### config.mk
export PLATFORM = sky130hd
export DESIGN_NAME = pipe_hazard_unit
export DESIGN_NICKNAME = d
export VERILOG_FILES = /design/src/rtl/pipe_hazard_unit.sv
export SDC_FILE = /design/constraint.sdc
export NUM_CORES = 1
export LEC_CHECK = 0
export CAP_MARGIN = 20
export CORE_MARGIN = 2
export CORE_UTILIZATION = 35
export CTS_CLUSTER_DIAMETER = 80
export DETAILED_ROUTE_END_ITERATION = 8
export HOLD_SLACK_MARGIN = 0.03
export SLEW_MARGIN = 20
export SYNTH_ARGS = -nofsm -noshare
export SYNTH_HDL_FRONTEND = slang
export SYNTH_SLANG_ARGS = --single-unit
export TNS_END_PERCENT = 20
### constraint.sdc
create_clock -name clock -period 2.07 [get_ports clock]
set_input_delay 0.621 -clock clock [delete_from_list [all_inputs] [get_ports clock]]
set_output_delay 0.621 -clock clock [all_outputs]
set_load 0.02 [all_outputs]
### src/rtl/pipe_hazard_unit.sv
// pipe_hazard_unit: load-use stall, branch flush and ID-stage forwarding control with EX/MEM shadow state.
// Optional performance counters when PIPE_HAZARD_PERF_EN is defined.
module pipe_hazard_unit #(
  parameter int FLUSH_CYCLES = 1
`ifdef PIPE_HAZARD_PERF_EN
  , parameter int CNT_W = 32
`endif
) (
  input  logic       clock,
  input  logic       resetn,
  input  logic [4:0] rs,
  input  logic [4:0] rt,
  input  logic       usert,
  input  logic       dwreg,
  input  logic       dm2reg,
  input  logic [4:0] drn,
  input  logic       dbranch,
  output logic       wpcir,
  output logic       if_flush,
  output logic [1:0] fwda,
  output logic [1:0] fwdb
`ifdef PIPE_HAZARD_PERF_EN
  , output logic [CNT_W-1:0] stall_cnt
  , output logic [CNT_W-1:0] flush_cnt_tot
`endif
);
  logic [4:0] e_rn_q, e_rn_d, m_rn_q;
  logic       e_wreg_q, e_wreg_d, e_m2reg_q, e_m2reg_d;
  logic       m_wreg_q, m_m2reg_q;
  logic [2:0] flush_cnt_q, flush_cnt_d;
  logic       stall, bubble;
  function automatic logic [1:0] fwd_sel(input logic [4:0] src, input logic [4:0] ern, input logic ew,
                                         input logic em, input logic [4:0] mrn, input logic mw, input logic mm);
    return (ew & (ern != '0) & (ern == src) & ~em) ? 2'b01 :
           (mw & (mrn != '0) & (mrn == src)) ? (mm ? 2'b11 : 2'b10) : 2'b00;
  endfunction
  assign stall    = e_wreg_q & e_m2reg_q & (e_rn_q != '0) & ((e_rn_q == rs) | (usert & (e_rn_q == rt)));
  assign wpcir    = ~stall;
  assign if_flush = (dbranch & ~stall) | (flush_cnt_q != '0);
  assign bubble   = stall | if_flush;
  assign fwda     = fwd_sel(rs, e_rn_q, e_wreg_q, e_m2reg_q, m_rn_q, m_wreg_q, m_m2reg_q);
  assign fwdb     = fwd_sel(rt, e_rn_q, e_wreg_q, e_m2reg_q, m_rn_q, m_wreg_q, m_m2reg_q);
  always_comb begin
    e_rn_d      = bubble ? e_rn_q : drn;
    e_wreg_d    = ~bubble & dwreg;
    e_m2reg_d   = ~bubble & dm2reg;
    flush_cnt_d = (dbranch & ~stall & (flush_cnt_q == '0)) ? 3'(FLUSH_CYCLES - 1) :
                  (flush_cnt_q != '0) ? flush_cnt_q - 3'd1 : flush_cnt_q;
  end
  always_ff @(posedge clock) begin
    if (!resetn) begin
      e_rn_q      <= '0;
      e_wreg_q    <= 1'b0;
      e_m2reg_q   <= 1'b0;
      m_rn_q      <= '0;
      m_wreg_q    <= 1'b0;
      m_m2reg_q   <= 1'b0;
      flush_cnt_q <= '0;
    end else begin
      e_rn_q      <= e_rn_d;
      e_wreg_q    <= e_wreg_d;
      e_m2reg_q   <= e_m2reg_d;
      m_rn_q      <= e_rn_q;
      m_wreg_q    <= e_wreg_q;
      m_m2reg_q   <= e_m2reg_q;
      flush_cnt_q <= flush_cnt_d;
    end
  end
`ifdef PIPE_HAZARD_PERF_EN
  logic [CNT_W-1:0] stall_cnt_q, flush_tot_q;
  always_ff @(posedge clock) begin
    if (!resetn) begin
      stall_cnt_q <= '0;
      flush_tot_q <= '0;
    end else begin
      stall_cnt_q <= stall_cnt_q + CNT_W'(stall);
      flush_tot_q <= flush_tot_q + CNT_W'(if_flush);
    end
  end
  assign stall_cnt     = stall_cnt_q;
  assign flush_cnt_tot = flush_tot_q;
`endif
endmodule

==> metrics, run 1 <==
Final nets 203; Worst Setup Path Type reg2out; Die X 57.98 um; Initial Util 36.98%; cells along the critical path buf_6, buf_4, a221oi_4, buf_4, nand3_4, a211oi_4, nor2_2, buf_6; Setup WS post-layout -438.9 ps; largest net degree at the start of global routing 11; grt total ovfl 0; post-synthesis sequential area ratio 33.37%; Int Pwr 1.038 mW; CTS Buf Count 3; final hold vios 0; share of post-route cells with drive strength above 1 42.46%; top-area cell type share of the netlist area 33.37%; most frequent cells after synthesis dfxtp_1 (17), inv_1 (10), xnor2_1 (10); unrepaired setup endpoints after global routing true; Synth Warn # 0; CTS root buf clkbuf_4; Critical Path AT 1890 ps; DP HPWL 2187 um; Peak VDD IR 0.6294 mV; first-pass GRT wire length 5037 um; Max Cap Viol 0; clock transition at the registers of the reported paths 90 ps; Async S/R FF share, synth 0%; Critical-path top delay cell dfxtp_2; skew final 1.452 ps; drt first pass iters 5; Yosys cell types 33; Final GP Congestion 0.8333; post-synthesis instance area 1020 sq um; Critical Path Start Type flip-flop; DR vias 1106; logic gate share of total power 60.5%; gr usage total 19.60%; Psw 0.6697 mW; utilization after layout 61.21%; Die ar. 3361 sq um; clock buffer depth 2; post-layout instance count excluding filler cells 210; leakage 0.7439 nW; crit path time final 2509 ps; CP delay by family, top buffers and inverters; critical path peak fanout 3; Post-synth EDFFs 0; fmax 0.3986 GHz; status finished with violations; buffers plus inverters on the worst setup path 4; CTS tree yes; # clock sinks 17; area leader, netlist dfxtp_1; Die Ht 57.98 um; DRT iter0 DRCs 37; I/O Buffers 26; setup violators final 6; worst slew pin tran 310.6 ps; Fillers 261; most common flop cell mapped by yosys dfxtp_1; Synth Net Count 141; Vias/cell 5.267; Clk Latency, worst-skew pair 290 ps; FF+latch count, synth 17; area grow syn2layout 65.52%; HP Class reg2reg; violated checks setup timing; core box area 2758 sq um; drt drc 0; period utilisation layout 121.2%; Net Sw Frac 39.22%; Reg power frac 29.3%; Placed Cells 197; highest cell delay on the worst timing path 340 ps; wire per inst 14.28 um; count leader, synth dfxtp_1; power per cell area 1012 nW/um^2; Avg Inst Size Synth 8.642 sq um; Post-Synthesis Cells 118; num rows 19; Crit. End Element primary output; clock power share 10.2%; I/O pins 27; total chip power 1.707 mW; DRT antenna net count 0; initial antenna violation count 0; worst rel slew slack 79.23%; routed wire length 2999 um; leading post-synthesis cells by cell area dfxtp_1 (33%), xnor2_1 (8.6%), xor2_1 (6.9%); Diodes inserted 0; Final Max Slew Viols 0; number of global-route vias before repair 1163; CP required 1450 ps; H-tree lvl count 1; dpl ws -1204 ps
kinds of logic after synthesis:
| kind of cell | Yosys count | share of synthesized area [%] |
|---|---|---|
| AND/OR/NAND/NOR | 46 | 25.15 |
| AO/OA/AOI/OAI | 22 | 17.79 |
| XOR/XNOR | 18 | 15.46 |
| flip-flops | 17 | 33.37 |
| buffers and inverters | 12 | 4.786 |
| adder cells (fa/ha/maj) | 2 | 2.454 |
| multiplexers | 1 | 0.9816 |
power by group through the flow:
| stage | clock network [mW] | registers (mW) | logic, mW |
|---|---|---|---|
| 6_report | 0.174 | 0.500 | 1.03 |
| 5_1_grt | 0.198 | 0.511 | 1.13 |
| 4_1_cts | 0.177 | 0.493 | 0.991 |
| 3_5_place_dp | 0 | 0.493 | 0.859 |
| 3_3_place_gp | 0 | 0.490 | 0.834 |
| 2_1_floorplan | 0 | 0.507 | 0.462 |
final cells by class:
| cell class | count | area (sq um) | share of cell area [%] |
|---|---|---|---|
| Timing Repair Buffer | 59 | 486.7 | 28.84 |
| Multi-Input combinational cell | 89 | 755.7 | 44.77 |
| Tap cell | 31 | 38.79 | 2.298 |
| Clock buffer | 4 | 26.28 | 1.557 |
| Sequential cell | 17 | 342.8 | 20.31 |
| Inverter | 10 | 37.54 | 2.224 |
flip-flops by register name, summed over array words and instances (netlist names):
name,cells
m_wreg_q,1
e_wreg_q,1
e_rn_q,5
flush_cnt_q,3
m_rn_q,5
e_m2reg_q,1
m_m2reg_q,1
placed cells by master (no fill, tap or decap), types with 4 or more instances in the layout:
cell type	count
o311ai_1	4
xnor2_1	10
buf_6	8
a22oi_1	5
buf_4	31
nand3_1	9
buf_2	7
clkdlybuf4s50_1	10
nand2_1	7
nor2_1	4
and3_1	5
xor2_1	6
inv_1	8
dfxtp_1	15
routing by layer:
layer / up-vias / wire length [um] / global-route usage [%] / part of all wire, %
li1: 543 / - / - / -
met5: - / 0 / 0 / 0
met1: 522 / 1197 / 22.50 / 40
met4: 0 / 46 / 6.977 / 1.5
met2: 35 / 1583 / 37.01 / 53
met3: 6 / 171 / 2.232 / 5.7
stage by stage:
stage / hold slack [ps] / instance area, sq um / TNS, ps
finish: 567.7 / 1688 / -2219
global route: 602.7 / 1688 / -2684
CTS: 571.2 / 1657 / -2076
detailed placement: 522.1 / 1503 / -9545
global placement: 527.9 / 1503 / -9129
floorplan: 465.8 / 1035 / -333.8
what timing repair did:
item / CTS / global route
cloned: 0 / 0
pin swaps: 17 / 4
gates resized for setup: 90 / 5
setup endpoints to repair: 12 / 7
hold buffers: 0 / 0
buffers inserted: 8 / 1
final timing paths:
check	startpoint	to	slack, ps	cells past startpoint
worst max-delay path	e_rn_q[4]$_SDFFE_PN0N_	if_flush	-440	8
worst min-delay path	e_m2reg_q$_SDFF_PN0_	m_m2reg_q$_SDFF_PN0_	570	1
worst max register to register	e_rn_q[4]$_SDFFE_PN0N_	e_rn_q[3]$_SDFFE_PN0N_	20	9
worst min register to register	e_m2reg_q$_SDFF_PN0_	m_m2reg_q$_SDFF_PN0_	570	1
Note: power is estimated with default switching activity, not from simulation.
==> run 2, diff against run 1 <==
--- a/config.mk
+++ b/config.mk
@@ -6,5 +6,4 @@
 export NUM_CORES = 1
 export LEC_CHECK = 0
-export CAP_MARGIN = 20
 export CORE_MARGIN = 2
 export CORE_UTILIZATION = 35
==> constraint.sdc (replaced) <==
create_clock -name clock -period 2.07 [get_ports clock]
set_input_delay 0.207 -clock clock [delete_from_list [all_inputs] [get_ports clock]]
set_output_delay 0.207 -clock clock [all_outputs]
set_load 0.02 [all_outputs]
==> metrics, run 2 (synthesized netlist as in run 1, its figures left out) <==
worst slew pin tran 547.2 ps; worst rel slew slack 63.41%; CTS root buf clkbuf_4; Critical Path Start Type flip-flop; Crit. End Element primary output; drt first pass iters 4; power per cell area 981.7 nW/um^2; total chip power 1.457 mW; Die X 57.98 um; crit path time final 2064 ps; initial antenna violation count 0; CTS Buf Count 3; skew final 7.107 ps; I/O Buffers 26; area grow syn2layout 45.52%; largest net degree at the start of global routing 18; clock buffer depth 2; Top Registers e_rn_q x5, m_rn_q x5, flush_cnt_q x3; dpl ws -367.1 ps; Crit Reg-Reg Endpoint e_rn_q[1]$_SDFFE_PN0N_; setup violators final 0; drt drc 0; Die Ht 57.98 um; Diodes inserted 0; clock power share 12.5%; met1 usage 21.93%; wire per inst 13.68 um; setup TNS 0 ps; num rows 19; final hold vios 0; logic gate share of total power 52.1%; number of global-route vias before repair 1061; CP required 1860 ps; DRT antenna net count 0; status complete, no violations; commonest non-fill, non-tap cell in the layout clkdlybuf4s50_1; FF-to-FF path depth 8; I/O pins 27; Final nets 187; period utilisation layout 99.72%; Int Pwr 0.8808 mW; gr usage total 18.07%; Max Cap Viol 0; first-pass GRT wire length 4636 um; leakage 0.6553 nW; fmax 0.4844 GHz; grt met2 use 30.84%; core box area 2758 sq um; Initial Util 36.98%; grt total ovfl 0; CTS Hold Bufs 0; Peak VDD IR 0.6421 mV; DR vias 1002; Critical Path AT 1860 ps; clock transition at the registers of the reported paths 100 ps; critical path peak fanout 2; CTS tree yes; commonest cells after routing, fill and taps aside clkdlybuf4s50_1 (19), buf_4 (17), dfxtp_1 (16), inv_1 (10), xnor2_1 (10); Net Sw Frac 39.54%; Worst Setup Path Type reg2out; Seq. cell area 341.6 sq um; post-place instance area 1435 sq um; # clock sinks 17; Endpoint, Worst Hold e_wreg_q$_SDFF_PN0_; DP HPWL 2095 um; hold path depth 3; unrepaired setup endpoints after global routing true; DRT iter0 DRCs 25; hold_sp dwreg; Psw 0.5760 mW; Vias/cell 5.165; Fillers 294; Final GP Congestion 0.8354; Clk Latency, worst-skew pair 290 ps; Final Max Slew Viols 0; final instance area 1484 sq um; R2R Setup Slk 400 ps; HP Class in2reg; Most Crowded Layer GR met2; Multi-input gate area 679.4 sq um; share of post-route cells with drive strength above 1 23.93%; routed wire length 2653 um; Reg power frac 35.4%; H-tree lvl count 1; grt met3 use 2.679%; Die ar. 3361 sq um; R2R Path Start flush_cnt_q[0]$_SDFFE_PP0P_; Setup WS post-layout 5.756 ps
run 2: routing by layer:
metal	wire length [um]	share of wire, %
met1	1175	44
met2	1287	49
met3	151	5.7
met4	38	1.4
met5	0	0
run 2: cell type report:
class / count / area share, %
repair buffers: 43 / 24.28
clock buffers: 4 / 1.771
flip-flops and latches: 17 / 23.02
well taps: 31 / 2.614
multi-input cells: 89 / 45.78
inverters: 10 / 2.530
run 2: worst max-delay path: stages, from the launching register on:
cell,delay [ps]
dfxtp_1,340
or4_4,540
o21ai_2,180
nor4_2,70
buf_4,130
a21o_1,160
buf_2,150
run 2: stage by stage:
stage	instances	hold slack, ps	utilization [%]
3_5_place_dp	190	486.2	52.04
4_1_cts	194	442.5	53.09
5_1_grt	194	434.7	53.81
6_report	194	440.9	53.81
2_1_floorplan	118	308.8	-
3_3_place_gp	190	495.9	52.04
run 2: worst max-delay path by stage:
stage / endpoint / slack [ps] / start
2_1_floorplan: fwda[1] / 380 / e_rn_q[4]$_SDFFE_PN0N_
3_5_place_dp: fwda[1] / -370 / rs[4]
3_3_place_gp: fwda[1] / -390 / rs[4]
5_1_grt: fwda[0] / -50 / m_rn_q[1]$_SDFF_PN0_
4_1_cts: fwda[0] / 5 / m_rn_q[1]$_SDFF_PN0_
6_report: fwda[0] / 6 / m_rn_q[1]$_SDFF_PN0_
run 2: power by group through the flow:
stage	registers (mW)	clock network (mW)	logic [mW]
after floorplan	0.507	0	0.453
after global placement	0.517	0	0.692
after detailed placement	0.518	0	0.717
after CTS	0.516	0.185	0.739
after global routing	0.530	0.200	0.845
final	0.516	0.182	0.759
run 2: timing repair:
item | CTS | global route
setup buffers | 0 | 0
endpoints found under the setup margin | 6 | 6
resized for setup | 29 | 7
pin swaps | 1 | 0
==> run 3, diff against run 2 <==
- SETUP_SLACK_MARGIN: not set -> 0.1
==> metrics, run 3 (synthesized netlist as in run 1, its figures left out) <==
status complete, no violations; crit path launch m_rn_q[3]$_SDFF_PN0_; unrepaired setup endpoints after global routing true; CP delay by family, top simple AND/OR/NAND/NOR gates; post-layout instance count excluding filler cells 193; num rows 19; Worst Setup Path Type reg2out; Setup WS post-layout 76.84 ps; R2R Setup Slk 400 ps; leakage 0.6487 nW; I/O Buffers 26; Peak VDD IR 0.6495 mV; clock buffer depth 2; dpl ws -367.1 ps; period utilisation layout 96.29%; routed wire length 2696 um; Initial Util 36.98%; H-tree lvl count 1; Clk Latency, worst-skew pair 290 ps; # clock sinks 17; crit path time final 1993 ps; skew final 7.779 ps; worst rel slew slack 62.81%; core box area 2758 sq um; HP Class in2reg; Critical Path AT 1790 ps; DR vias 1004; buffers plus inverters on the worst setup path 2; drt drc 0; clock transition at the registers of the reported paths 100 ps; cells along the critical path or4_4, o21ai_4, buf_6, nor4_2, nor2b_1, buf_4; CTS tree yes; commonest cells after routing, fill and taps aside clkdlybuf4s50_1 (20), buf_4 (16), dfxtp_1 (13), inv_1 (10), xnor2_1 (10); FF-to-FF path depth 8; Crit Reg-Reg Endpoint e_rn_q[1]$_SDFFE_PN0N_; R2R Path Start flush_cnt_q[0]$_SDFFE_PP0P_; setup violators final 0; Final Max Slew Viols 0; Diodes inserted 0; number of global-route vias before repair 1068; final hold vios 0; DP HPWL 2095 um; Post-CTS Repair Setup Buffers 0; power per cell area 965.1 nW/um^2; largest net degree at the start of global routing 18; Crit. End Element primary output; Die X 57.98 um; critical path peak fanout 2; Seq. cell area 345.3 sq um; Multi-input gate area 699.4 sq um; Max Cap Viol 0; DRT antenna net count 0; CTS root buf clkbuf_4; first-pass GRT wire length 4664 um; Final nets 186; total chip power 1.470 mW; Critical Path Start Type flip-flop; DRT iter0 DRCs 27; Vias/cell 5.202; drt first pass iters 4; Die Ht 57.98 um; Fillers 281; wire per inst 13.97 um; Die ar. 3361 sq um; I/O pins 27; Top Registers e_rn_q x5, m_rn_q x5, flush_cnt_q x3; highest cell delay on the worst timing path 540 ps; Final GP Congestion 0.8354; Critical-path top delay cell or4_4; Placed Cells 190; CP endpoint fwdb[1]; CP required 1860 ps; worst slew pin tran 556.0 ps; initial antenna violation count 0; hold_ws 439.5 ps; WP depth 6; fmax 0.5017 GHz; area grow syn2layout 49.33%; gr usage total 18.18%; grt total ovfl 0; commonest non-fill, non-tap cell in the layout clkdlybuf4s50_1; CTS Buf Count 3; share of post-route cells with drive strength above 1 26.54%
run 3: how the worst min path moves through the flow:
stage,startpoint,end,cells past startpoint,slack (ps)
floorplan,dbranch,flush_cnt_q[1]$_SDFFE_PP0P_,1,310
global placement,e_wreg_q$_SDFF_PN0_,m_wreg_q$_SDFF_PN0_,1,500
detailed placement,e_wreg_q$_SDFF_PN0_,m_wreg_q$_SDFF_PN0_,1,490
CTS,dwreg,e_wreg_q$_SDFF_PN0_,3,440
global route,dwreg,e_wreg_q$_SDFF_PN0_,3,430
finish,dwreg,e_wreg_q$_SDFF_PN0_,3,440
run 3: timing repair:
| item | 4_1_cts | 5_1_grt |
|---|---|---|
| endpoints found under the setup margin | 6 | 6 |
| resized for setup | 32 | 18 |
| hold buffers | 0 | 0 |
| pin swaps | 1 | 5 |
| endpoints found under the hold margin | 0 | 0 |
run 3: cell type report:
class	count	share of cell area, %
flip-flops and latches	17	22.68
repair buffers	42	24.65
well taps	31	2.547
multi-input cells	89	45.93
inverters	10	2.465
clock buffers	4	1.726
run 3: through the flow:
stage                     setup TNS (ps)  instance area, sq um  util, %
final                                  0                  1523    55.22
after global routing                   0                  1523    55.22
after CTS                              0                  1468    53.22
after detailed placement           -1678                  1435    52.04
after global placement             -1738                  1435    52.04
after floorplan                        0                  1020        -
run 3: power by group:
group          switching [mW]  leakage [nW]  internal, mW
clock network           0.107        0.0150        0.0750
logic                   0.385         0.493         0.379
registers              0.0962         0.141         0.427
run 3: tightest hold or removal path: cells and delay by family:
family	cells	cell delay [ps]
buffers and inverters	1	400
AND/OR/NAND/NOR	2	90
run 3: per-layer routing:
metal  global-route usage [%]  up-vias  routed length [um]
met5                        0        -                   0
met4                    9.302        0                  65
met3                    2.679        6                 153
met2                    31.17       29                1305
met1                    21.99      458                1172
li1                         -      511                   -
